### config.mk
export PLATFORM = sky130hd
export DESIGN_NAME = ingress_queue
export DESIGN_NICKNAME = d
export VERILOG_FILES = /design/src/rtl/ingress_queue.sv
export SDC_FILE = /design/constraint.sdc
export NUM_CORES = 1
export LEC_CHECK = 0
export CORE_ASPECT_RATIO = 1.1
export CORE_UTILIZATION = 60
export DETAILED_ROUTE_END_ITERATION = 7
export HOLD_SLACK_MARGIN = 0.15
export MAX_ROUTING_LAYER = met4
export PLACE_DENSITY = 0.85
export REMOVE_ABC_BUFFERS = 1
export SLEW_MARGIN = 0
export SYNTH_ARGS = -nofsm -noshare
export SYNTH_HDL_FRONTEND = slang
export SYNTH_SLANG_ARGS = --single-unit
### constraint.sdc
create_clock -name clk -period 4.4 [get_ports clk]
set_input_delay 0.44 -clock clk [delete_from_list [all_inputs] [get_ports clk]]
set_output_delay 0.44 -clock clk [all_outputs]
set_load 0.02 [all_outputs]
### src/rtl/ingress_queue.sv
// ingress_queue
//   Per-port ingress buffer feeding the per-egress round-robin scheduler.
//   Upstream words (valid/ready/last) are stored in a first-word-fall-through
//   data FIFO. The destination index of every frame is lifted from its first
//   word into a small parallel destination FIFO. The head word, its last flag
//   and the head frame's destination are presented to the scheduler/crossbar.
//
// Build option:
//   INGRESS_STORE_FORWARD_EN  defined   -> a frame is offered only once its last
//                                          word is stored (or the data FIFO is
//                                          full, as a deadlock escape).
//                             undefined -> cut-through, offered as soon as stored.
//
// Ports:
//   clk, reset_n       clock (rising edge), asynchronous active-low reset
//   s_data/s_valid/s_last/s_ready
//                      upstream stream; s_ready depends on registered state only
//   ingress_data/ingress_valid/ingress_last/ingress_dst
//                      head word and head-frame destination; zero while !ingress_valid
//   ingress_ready      head word consumed when ingress_valid is also high
//   level              words stored (0..DEPTH)
//   frames             complete frames stored (last word written, not yet popped)
//
// DEPTH and FRAME_DEPTH must be powers of two, each at least 2.

module ingress_queue #(
  parameter int DATA_WIDTH  = 8,
  parameter int DEPTH       = 64,
  parameter int FRAME_DEPTH = 8,
  parameter int IDX_WIDTH   = 2,
  parameter int DST_LSB     = 0
) (
  input  logic                           clk,
  input  logic                           reset_n,
  input  logic [DATA_WIDTH-1:0]          s_data,
  input  logic                           s_valid,
  input  logic                           s_last,
  output logic                           s_ready,
  output logic [DATA_WIDTH-1:0]          ingress_data,
  output logic                           ingress_valid,
  output logic                           ingress_last,
  output logic [IDX_WIDTH-1:0]           ingress_dst,
  input  logic                           ingress_ready,
  output logic [$clog2(DEPTH):0]         level,
  output logic [$clog2(FRAME_DEPTH):0]   frames
);

  localparam int AW  = $clog2(DEPTH);
  localparam int FAW = $clog2(FRAME_DEPTH);

  typedef struct packed {
    logic                  last;
    logic [DATA_WIDTH-1:0] data;
  } word_t;

  // storage (no reset)
  word_t                mem  [DEPTH];
  logic [IDX_WIDTH-1:0] dmem [FRAME_DEPTH];

  // pointers carry one extra wrap bit
  logic [AW:0]  wr_ptr, rd_ptr;
  logic [FAW:0] dwr_ptr, drd_ptr;
  logic [FAW:0] frame_cnt;
  logic         sof;
  logic         run;   // low in reset, rises on the first edge after release

  logic  empty, data_full, dst_full;
  logic  push, pop, pop_last, head_vld;
  word_t head;

  assign empty     = (wr_ptr == rd_ptr);
  assign data_full = (wr_ptr[AW-1:0] == rd_ptr[AW-1:0]) && (wr_ptr[AW] != rd_ptr[AW]);
  assign dst_full  = (dwr_ptr[FAW-1:0] == drd_ptr[FAW-1:0]) && (dwr_ptr[FAW] != drd_ptr[FAW]);

  // A frame start also needs a destination slot; continuation words do not.
  assign s_ready = run && !data_full && !(sof && dst_full);
  assign push    = s_valid && s_ready;

  assign head = mem[rd_ptr[AW-1:0]];

`ifdef INGRESS_STORE_FORWARD_EN
  // The head frame is the oldest, so any complete frame means the head one is
  // complete. A full FIFO holding a single over-long frame falls back to
  // cut-through so it can drain.
  assign head_vld = !empty && ((frame_cnt != '0) || data_full);
`else
  assign head_vld = !empty;
`endif

  assign pop      = head_vld && ingress_ready;
  assign pop_last = pop && head.last;

  // Outputs are forced to zero while nothing is offered so the unreset
  // storage never leaks X/stale data (notably during reset).
  assign ingress_valid = head_vld;
  assign ingress_data  = head_vld ? head.data : '0;
  assign ingress_last  = head_vld && head.last;
  assign ingress_dst   = head_vld ? dmem[drd_ptr[FAW-1:0]] : '0;

  assign level  = wr_ptr - rd_ptr;
  assign frames = frame_cnt;

  // storage writes
  always_ff @(posedge clk) begin
    if (push) begin
      mem[wr_ptr[AW-1:0]] <= '{last: s_last, data: s_data};
      if (sof) dmem[dwr_ptr[FAW-1:0]] <= s_data[DST_LSB +: IDX_WIDTH];
    end
  end

  // control state
  always_ff @(posedge clk or negedge reset_n) begin
    if (!reset_n) begin
      wr_ptr    <= '0;
      rd_ptr    <= '0;
      dwr_ptr   <= '0;
      drd_ptr   <= '0;
      frame_cnt <= '0;
      sof       <= 1'b1;
      run       <= 1'b0;
    end else begin
      run <= 1'b1;
      if (push) begin
        wr_ptr <= wr_ptr + 1'b1;
        sof    <= s_last;
        if (sof) dwr_ptr <= dwr_ptr + 1'b1;
      end
      if (pop) rd_ptr <= rd_ptr + 1'b1;
      if (pop_last) drd_ptr <= drd_ptr + 1'b1;
      case ({push && s_last, pop_last})
        2'b10:   frame_cnt <= frame_cnt + 1'b1;
        2'b01:   frame_cnt <= frame_cnt - 1'b1;
        default: frame_cnt <= frame_cnt;
      endcase
    end
  end

endmodule
==> impl_metrics.env, run 1 <==
export IMPL_irDropWorstVdd_mv=0.433
export IMPL_antenna_found_initial=2
export IMPL_slowest_delay_ps=690
export IMPL_insertion_delay_ps=600
export IMPL_leakage_nw=9.09
export IMPL_grt_pass1_wl_um=86900
export IMPL_fp_dieH_um=214
export IMPL_postRouteAntennaNets=0
export IMPL_clock_path_buffers=3
export IMPL_synth_flop_cell="edfxtp_1"
export IMPL_fin_tns_setup_ps=0
export IMPL_grt_pass1_vias=13300
export IMPL_cts_sinks=620
export IMPL_max_clock_freq_ghz=0.236
export IMPL_avgRoutedWirePerCell_um=30.8
export IMPL_cp_end_kind="output pin"
export IMPL_async_reset_ff_share_pct=4.52
export IMPL_crit_family="compound AO/OA/AOI/OAI gates"
export IMPL_status="finished clean"
export IMPL_p_per_area_mw_per_mm2=646
export IMPL_intPower_mw=12.2
export IMPL_seq_area_frac_synth_pct=75.1
export IMPL_multi_input_area_mm2=0.00570
export IMPL_final_setup_skew_ps=26.6
export IMPL_cts_tree="yes"
export IMPL_grt_usage_pct=29.7
export IMPL_final_core_util_pct=69.2
export IMPL_synth_warnings=0
export IMPL_htree_levels=2
export IMPL_dieArea_mm2=0.0418
export IMPL_fin_crit_sh_pct=96.3
export IMPL_crit_buf_inv=2
export IMPL_path_cells="buf_4 > mux4_2 > nor2b_1 > a211oi_1 > a311oi_1 > a21oi_1 > a211oi_1 > clkdlybuf4s50_1"
export IMPL_synth_cells=1233
export IMPL_required_ps=3960
export IMPL_globalplace_congestion=0.975
export IMPL_relSlewSlack_pct=15.3
export IMPL_overflow=0
export IMPL_synth_cell_area_mm2=0.0246
export IMPL_fillers=2315
export IMPL_setup_viol=0
export IMPL_rows=77
export IMPL_hold_viol=0
export IMPL_drtIter0Drc=1841
export IMPL_routed_via_density=6.80
export IMPL_drcViolationCount=0
export IMPL_synth_edf_count=592
export IMPL_die_x_um=195
export IMPL_syn_to_final_growth_pct=13.2
export IMPL_cp_max_fo=22
export IMPL_avgSynthCellArea_um2=20.0
export IMPL_ys_seq_elements=620
export IMPL_pwr_share_comb_pct=33.8
export IMPL_min_period_ps=4240
export IMPL_arrival_ps=3800
export IMPL_grt_max_degree=73
export IMPL_wl_um=59200
export IMPL_cpMostUsedCell="a211oi_1"
export IMPL_io_pin_count=37
export IMPL_cts_buffers=56
export IMPL_path_clk_slew_ps=70
export IMPL_slowest_stage="dfrtp_4"
export IMPL_path_class="flip-flop to output pin"
export IMPL_max_cap_violations=0
export IMPL_switching_share_pct=32.5
export IMPL_rsz0062_at_grt="false"
export IMPL_worstMarginPinSlew_ps=1270
export IMPL_power_frac_seq_pct=39.2
export IMPL_switchingPower_mw=5.85
export IMPL_final_max_slew_viol_count=0
export IMPL_cp_start_kind="flip-flop"
export IMPL_nets=1392
export IMPL_coreArea_mm2=0.0403
export IMPL_ctsRootBufferMaster="clkbuf_16"
export IMPL_setup_slack_ps=164
export IMPL_start_util_pct=61.1
export IMPL_regArea_mm2=0.0185
export IMPL_port_buffers=36
export IMPL_dp_slack_ps=633
export IMPL_drive_above_1_share_pct=24.9
export IMPL_synth_cell_types=56
export IMPL_dp_hpwl_um=34100
export IMPL_holdCritPathClass="input pin to flip-flop"
export IMPL_via_count=13100
export IMPL_dr_pass1_iters=5
export IMPL_clock_power_share_pct=27.0
## Yosys cell counts (all sizes together) (4+ instances only)
| library cell | number | area share, % |
|---|---|---|
| a211oi | 4 | 0.12 |
| a21o | 4 | 0.12 |
| a21oi | 33 | 0.67 |
| a22oi | 59 | 1.8 |
| buf | 47 | 1.2 |
| clkbuf | 14 | 0.21 |
| dfrtp | 27 | 2.7 |
| edfxtp | 592 | 72 |
| ha | 13 | 0.66 |
| inv | 18 | 0.27 |
| mux2 | 7 | 0.34 |
| mux2i | 30 | 1.2 |
| mux4 | 140 | 13 |
| nand2 | 33 | 0.50 |
| nand3 | 7 | 0.16 |
| nand4 | 10 | 0.25 |
| nor2 | 104 | 1.6 |
| nor2b | 5 | 0.13 |
| nor3 | 7 | 0.16 |
| o21ai | 8 | 0.16 |
| o22ai | 8 | 0.26 |
| xnor2 | 19 | 0.68 |
| xor2 | 12 | 0.43 |
## flip-flops by register name, summed over array words and instances (netlist names)
register / cells
sof: 1
drd_ptr: 4
run: 1
mem: 576
dwr_ptr: 4
rd_ptr: 7
dmem: 16
wr_ptr: 7
frames: 4
## path summary, 6_finish.rpt
kind                       cells past startpoint  startpoint  slack (ps)               to
setup / recovery                               8   rd_ptr[2]         160  ingress_data[4]
hold / removal                                 3      s_last         200              sof
setup reg to reg                               8   rd_ptr[1]         680       mem[60][1]
hold reg to reg                                1   frames[3]         470        frames[3]
max in group asynchronous                      2     reset_n        3840        rd_ptr[1]
min in group asynchronous                      2     reset_n         230        frames[2]
## metal layers
metal	up-vias	global-route usage (%)	share of wire, %
li1	5275	-	-
met1	6661	37.0	35
met2	935	47.2	50
met3	208	5.24	9.5
met4	0	15.1	5.7
met5	-	-	0
## worst reg2reg max path: stages, from the launching register on
cell and delay [ps]:
dfrtp_4 780, inv_1 210, ha_1 330, nand2_1 100
o31ai_1 120, a31oi_2 440, nand4_1 620, nor2_1 550
buf_4 270
## repair_timing
| item | 4_1_cts | 5_1_grt |
|---|---|---|
| hold buffers | 0 | 0 |
| gates resized for setup | 0 | 2 |
| setup buffers | 2 | 5 |
| endpoints found under the setup margin | 3 | 3 |
## cell families (layout without fill, tap and decap cells)
kind of cell	Yosys count	count (layout)	share of synthesized area, %
flops	620	620	75.1
simple gates	184	184	3.35
mux	177	177	14.4
compound gates	125	125	3.50
buf+inv	80	254	1.73
xor+xnor	31	31	1.10
fa+ha+maj	15	15	0.824
other cells	1	3	0.0152
## through the flow
step	power, mW	cell area, µm²	hold WS [ps]	std cells
2_1_floorplan	11.1	24200	144	1172
3_3_place_gp	12.8	25900	459	1812
3_5_place_dp	12.9	25900	466	1812
4_1_cts	17.9	27800	175	1915
5_1_grt	18.5	27900	196	1922
6_report	18.0	27900	200	1922
## layout make-up
| cell class | instances | area share (%) |
|---|---|---|
| Sequential cell | 620 | 66.4 |
| Multi-Input combinational cell | 533 | 20.5 |
| Clock buffer | 73 | 5.48 |
| Timing Repair Buffer | 134 | 4.04 |
| Tap cell | 513 | 2.30 |
| Clock inverter | 28 | 1.06 |
| Inverter | 19 | 0.256 |
| Antenna cell | 2 | 0.0180 |
## power by group through the flow
stage | logic [mW] | registers [mW] | clock network [mW]
floorplan | 3.58 | 7.47 | 0
global placement | 5.54 | 7.23 | 0
detailed placement | 5.67 | 7.25 | 0
CTS | 5.93 | 7.07 | 4.89
global route | 6.37 | 7.07 | 5.10
finish | 6.08 | 7.05 | 4.87
## cell usage in the layout (no fill, tap or decap), drive strengths merged, types with 19 or more instances in the layout
cell	count
a21oi	33
a22oi	59
buf	107
clkbuf	73
clkdlybuf4s50	27
clkinv	21
dfrtp	27
edfxtp	592
mux2i	30
mux4	140
nand2	33
nor2	104
xnor2	19
Note: power is estimated with default switching activity, not from simulation.
==> run 2, diff against run 1 <==
CORE_MARGIN = 1   (was not set)
==> results of run 2 <==
Same layout as run 1: the final DEF is identical, and so are final timing and power.
